### config.mk
export PLATFORM = sky130hd
export DESIGN_NAME = rinst_encoder
export DESIGN_NICKNAME = d
export VERILOG_FILES = /design/src/rtl/rinst_pkg.sv /design/src/rtl/rinst_fifo.sv /design/src/rtl/rinst_encoder.sv
export SDC_FILE = /design/constraint.sdc
export NUM_CORES = 1
export LEC_CHECK = 0
export BUFFER_PORTS_ARGS = -buffer_cell sky130_fd_sc_hd__buf_4
export CAP_MARGIN = 20
export CORE_AREA = 4 4 140 142
export CTS_BUF_LIST = sky130_fd_sc_hd__clkbuf_8
export DETAILED_ROUTE_END_ITERATION = 12
export DIE_AREA = 0 0 144 146
export GPL_ROUTABILITY_DRIVEN = 0
export GPL_TIMING_DRIVEN = 0
export SYNTH_ARGS = -nofsm -noshare
export SYNTH_HDL_FRONTEND = slang
export SYNTH_SLANG_ARGS = --single-unit
### constraint.sdc
create_clock -name clk -period 3.74 [get_ports clk]
set_input_delay 0.374 -clock clk [delete_from_list [all_inputs] [get_ports clk]]
set_output_delay 0.374 -clock clk [all_outputs]
set_load 0.01 [all_outputs]
### src/rtl/rinst_pkg.sv
// Shared R-type encoding definitions: ALU_OP codes, FUNC codes, word layout and encoder.
package rinst_pkg;

   localparam int unsigned INST_W = 32;
   localparam int unsigned REG_W  = 5;
   localparam int unsigned OP_W   = 3;
   localparam int unsigned FUNC_W = 6;

   localparam logic [5:0] OPCODE_RTYPE = 6'b000000;

   localparam logic [OP_W-1:0] ALU_AND  = 3'b000;
   localparam logic [OP_W-1:0] ALU_OR   = 3'b001;
   localparam logic [OP_W-1:0] ALU_XOR  = 3'b010;
   localparam logic [OP_W-1:0] ALU_NOR  = 3'b011;
   localparam logic [OP_W-1:0] ALU_ADD  = 3'b100;
   localparam logic [OP_W-1:0] ALU_SUB  = 3'b101;
   localparam logic [OP_W-1:0] ALU_SLTU = 3'b110;
   localparam logic [OP_W-1:0] ALU_SLLV = 3'b111;

   localparam logic [FUNC_W-1:0] FUNC_ADD  = 6'b100000;
   localparam logic [FUNC_W-1:0] FUNC_SUB  = 6'b100010;
   localparam logic [FUNC_W-1:0] FUNC_AND  = 6'b100100;
   localparam logic [FUNC_W-1:0] FUNC_OR   = 6'b100101;
   localparam logic [FUNC_W-1:0] FUNC_XOR  = 6'b100110;
   localparam logic [FUNC_W-1:0] FUNC_NOR  = 6'b100111;
   localparam logic [FUNC_W-1:0] FUNC_SLTU = 6'b101011;
   localparam logic [FUNC_W-1:0] FUNC_SLLV = 6'b000100;

   typedef struct packed {
      logic [5:0]        opcode;
      logic [REG_W-1:0]  rs;
      logic [REG_W-1:0]  rt;
      logic [REG_W-1:0]  rd;
      logic [REG_W-1:0]  shamt;
      logic [FUNC_W-1:0] func;
   } rinst_word_t;

   function automatic logic [FUNC_W-1:0] alu_func(input logic [OP_W-1:0] op);
      logic [FUNC_W-1:0] f;
      f = FUNC_AND;
      case (op)
         ALU_AND:  f = FUNC_AND;
         ALU_OR:   f = FUNC_OR;
         ALU_XOR:  f = FUNC_XOR;
         ALU_NOR:  f = FUNC_NOR;
         ALU_ADD:  f = FUNC_ADD;
         ALU_SUB:  f = FUNC_SUB;
         ALU_SLTU: f = FUNC_SLTU;
         ALU_SLLV: f = FUNC_SLLV;
         default:  f = FUNC_AND;
      endcase
      return f;
   endfunction

   function automatic logic [INST_W-1:0] encode(input logic [OP_W-1:0]  op,
                                                input logic [REG_W-1:0] rs,
                                                input logic [REG_W-1:0] rt,
                                                input logic [REG_W-1:0] rd);
      rinst_word_t w;
      w.opcode = OPCODE_RTYPE;
      w.rs     = rs;
      w.rt     = rt;
      w.rd     = rd;
      w.shamt  = '0;
      w.func   = alu_func(op);
      return INST_W'(w);
   endfunction

endpackage

### src/rtl/rinst_fifo.sv
// Instruction-word FIFO with extra-MSB pointers; dout reads as zero while empty.
module rinst_fifo #(
   parameter int unsigned DEPTH = 4,
   parameter int unsigned W     = 32
) (
   input  logic         clk,
   input  logic         rst,
   input  logic         push,
   input  logic         pop,
   input  logic [W-1:0] din,
   output logic [W-1:0] dout,
   output logic         full,
   output logic         empty
);

   localparam int unsigned AW = $clog2(DEPTH);

   logic [W-1:0]  mem [DEPTH];
   logic [AW:0]   wp;
   logic [AW:0]   rp;

   assign empty = (wp == rp);
   assign full  = (wp[AW] != rp[AW]) && (wp[AW-1:0] == rp[AW-1:0]);
   assign dout  = empty ? '0 : mem[rp[AW-1:0]];

   // Pointers wrap modulo 2*DEPTH; reset discards anything in flight.
   always_ff @(posedge clk) begin
      if (rst) begin
         wp <= '0;
         rp <= '0;
      end else begin
         if (push && !full)
            wp <= wp + (AW+1)'(1);
         if (pop && !empty)
            rp <= rp + (AW+1)'(1);
      end
   end

   always_ff @(posedge clk) begin
      if (!rst && push && !full)
         mem[wp[AW-1:0]] <= din;
   end

endmodule

### src/rtl/rinst_encoder.sv
// R-type instruction encoder feeding a FIFO, with issued/dropped counters.
// Optional zero-rd filter enabled by defining RINST_ENC_ZERO_RD_FILTER_EN.
module rinst_encoder
   import rinst_pkg::*;
#(
   parameter int unsigned DEPTH = 4,
   parameter int unsigned CNT_W = 16
) (
   input  logic              clk,
   input  logic              rst,
   input  logic              in_valid,
   output logic              in_ready,
   input  logic [OP_W-1:0]   ALU_OP,
   input  logic [REG_W-1:0]  rs,
   input  logic [REG_W-1:0]  rt,
   input  logic [REG_W-1:0]  rd,
   output logic              out_valid,
   input  logic              out_ready,
   output logic [INST_W-1:0] INST,
   output logic [CNT_W-1:0]  issued,
   output logic [CNT_W-1:0]  dropped
);

   logic              full;
   logic              empty;
   logic              accept;
   logic              deliver;
   logic              push;
   logic [INST_W-1:0] word;

   assign word      = encode(ALU_OP, rs, rt, rd);
   assign in_ready  = !full;
   assign out_valid = !empty;
   assign accept    = in_valid && !full;
   assign deliver   = out_valid && out_ready;

`ifdef RINST_ENC_ZERO_RD_FILTER_EN
   assign push = accept && (rd != '0);

   // rd==0 requests are consumed here and never reach the FIFO.
   always_ff @(posedge clk) begin
      if (rst)
         dropped <= '0;
      else if (accept && (rd == '0))
         dropped <= dropped + CNT_W'(1);
   end
`else
   assign push    = accept;
   assign dropped = '0;
`endif

   always_ff @(posedge clk) begin
      if (rst)
         issued <= '0;
      else if (deliver)
         issued <= issued + CNT_W'(1);
   end

   rinst_fifo #(
      .DEPTH (DEPTH),
      .W     (INST_W)
   ) u_fifo (
      .clk   (clk),
      .rst   (rst),
      .push  (push),
      .pop   (deliver),
      .din   (word),
      .dout  (INST),
      .full  (full),
      .empty (empty)
   );

endmodule
==> impl_metrics.csv <==
group,metric,value,unit
sta,fmaxAchievable,390.0,MHz
global_routing,grt_pass1_wl,14230,um
logic_synthesis,syn_avg_cell_area,15.10,um2
final_layout,drive_gt1_share,33.50,%
cts,cts_setup_buffers,0,
placement,preCtsSetupSlack,1.386,ns
critical_path,cp_slowest_cell,"dfxtp_1",
critical_path,arrival,2.19,ns
pwr,finalPower,2.582,mW
critical_path,cp_top_family,"buffers and inverters",
critical_path,start_kind,"flop",
sta,slew_viol_final,0,
detailed_routing,via_per_inst,4.212,
logic_synthesis,ys_ff_latch,104,
logic_synthesis,synth_edf_count,80,
pwr,ir_drop,0.0001819,V
detailed_routing,drtIter0Drc,105,
cts,cts_resized,0,
logic_synthesis,synth_async_sr_flop_share,0,%
cts,h-tree-depth,3,
global_routing,antenna_found_initial,0,
critical_path,cp_num_buf_inv,3,
global_routing,grt_usage,8.918,%
floorplanning,die_x,144,um
cts,clockBufferDepth,2,
final_layout,instances_no_fill,637,
cts,cts_sinks,104,
logic_synthesis,ys_seq_area_share,63.84,%
logic_synthesis,synth_cell_types,38,
global_routing,grt_overflow,0,
detailed_routing,drc_errors,0,
detailed_routing,wl_per_cell,14.49,um
detailed_routing,wirelength,9229,um
run_status,run_status,"finished clean",
detailed_routing,drt.antenna.violating_nets,0,
critical_path,cp-end-kind,"output pin",
logic_synthesis,synthTopCellsByArea,"edfxtp_1 53%, dfxtp_1 11%, mux4_2 10%, buf_4 4.7%, and2_1 3.5%",
final_layout,design_area,5623,um2
logic_synthesis,synthCells,299,
critical_path,slowest_delay,0.46,ns
run,cap_viol_max_count,0,
hold_path,hp-class,"input port to flop",
critical_path,worstPathCellList,"xor2_2 -> nor3_2 -> inv_1 -> clkbuf_1 -> and2_1 -> buf_4",
global_routing,grt_pass1_vias,2591,
floorplanning,pin_count,88,
critical_path,r2r_slack,1.40,ns
placement,io_buffers,58,
final_layout,layout.nets,430,
detailed_routing,dr.pass1.iters,4,
sta,period_needed,2.564,ns
critical_path,crit_required,3.37,ns
cts,clk_latency,0.37,ns
sta,rsz0062_at_grt,"false",
sta,whs,0.2050,ns
final_layout,syn2layout_area_growth,24.52,%
pwr,p_leak,2.071,nW
placement,dp.cells,622,
floorplanning,die_area,21020,um2
cts,hold_buffers,0,
cts,cts_buffers,9,
final_layout,antenna_cells,0,
critical_path,crit_fanout,10,
logic_synthesis,synth_top_area_share,53.20,%
final_layout,utilization,30.47,%
sta,tns,0,ns
logic_synthesis,synth_ff_type,"edfxtp_1",
cts,clk_pin_slew,0.10,ns
placement,post_dp_cell_area,5455,um2
sta,layout_setup_ws,1.176,ns
sta,finalSetupViolations,0,
cts,clockRootBuffer,"clkbuf_8",
final_layout,final_common_cell,"buf_4",
cts,cts_tree,"built",
floorplanning,core,18460,um2
critical_path,rr_startpoint,"u_fifo.wp[1]",
placement,post-dp-hpwl,6470,um
logic_synthesis,ys_warn_count,0,
floorplanning,initial_core_util,24.47,%
sta,finClkSkew,0.01525,ns
critical_path,crit_start,"u_fifo.wp[1]",
hold_path,min_from,"rd[4]",
pwr,power.density,459.3,nW/um2
logic_synthesis,synth_area,4516,um2
logic_synthesis,yosysTopAreaCell,"edfxtp_1",
sta,post-route-period-util,68.56,%
sta,hold_viol,0,
final_layout,most-common-layout-cells,"86 x buf_4, 80 x edfxtp_1, 28 x conb_1",
sta,worst_pin_slew,0.6941,ns
detailed_routing,vias,2683,
global_routing,grt_max_degree,18,
floorplanning,row_count,50,
sta,slew_headroom,53.73,%
floorplanning,die_h,146,um
critical_path,path_class,"flop to output pin",
[per-layer routing]
layer  GRT usage (%)  up-vias  routed length [um]  share of wire [%]
met1           11.42     1315                3995                 43
met3           3.746        6                 730                7.9
li1                -     1264                   -                  -
met2           14.08       98                4431                 48
met4           1.977        0                  71               0.77
met5               0        -                   0                  0
[synthesized netlist by cell type (2+ instances only)]
library cell	n
mux4_2	20
nand2_1	7
mux2i_1	3
dfxtp_1	24
and2_1	25
a21oi_1	11
buf_4	28
buf_2	2
o311ai_0	2
inv_1	5
and4_1	3
xor2_2	3
buf_1	2
o31ai_1	6
edfxtp_1	80
o21ai_0	6
nor4_1	2
nand3_1	5
nand4_1	2
clkbuf_1	7
and3_1	3
ha_1	9
or3_1	7
xor2_1	6
nor2_1	14
xnor2_1	2
or4_1	4
[final timing paths]
check	to	depth (start not counted)
worst max-delay path	INST[0]	6
worst min-delay path	u_fifo.mem[3][10]	1
worst max register to register	u_fifo.mem[3][14]	5
worst min register to register	issued[12]	2
[final cells by class]
type | count | area [um2]
Buffer | 40 | 265.3
Tap cell | 234 | 292.8
Clock inverter | 6 | 43.79
Multi-Input combinational cell | 177 | 1450
Sequential cell | 104 | 2883
Timing Repair Buffer | 62 | 545.5
Clock buffer | 9 | 123.9
Fill cell | 1856 | 12830
Inverter | 5 | 18.77
[logic make-up after synthesis]
kind of cell / after synthesis / synth area share (%)
buf+inv: 45 / 6.290
other cells: 1 / 0.08305
xor+xnor: 11 / 2.632
fa+ha+maj: 9 / 2.494
simple gates: 75 / 9.449
flops: 104 / 63.84
compound gates: 30 / 4.323
mux: 24 / 10.89
[worst reg2reg max path, stage by stage, from the launching register on]
cell     delay [ns]
dfxtp_1        0.46
xor2_2         0.38
o31ai_1        0.22
nor2_1         0.21
and2_1         0.57
buf_16         0.23
[power breakdown]
group | internal [mW] | leakage (nW) | switching [mW]
Combinational | 0.328 | 1.06 | 0.323
Sequential | 1.29 | 0.919 | 0.0247
Clock | 0.243 | 0.0873 | 0.378
Total | 1.86 | 2.07 | 0.726
[registers in the layout, summed over array words and instances (netlist names), named ones only]
name / flops
u_fifo.wp: 3
issued: 16
u_fifo.rp: 3
u_fifo.mem: 80
(Power assumes the default switching activity.)
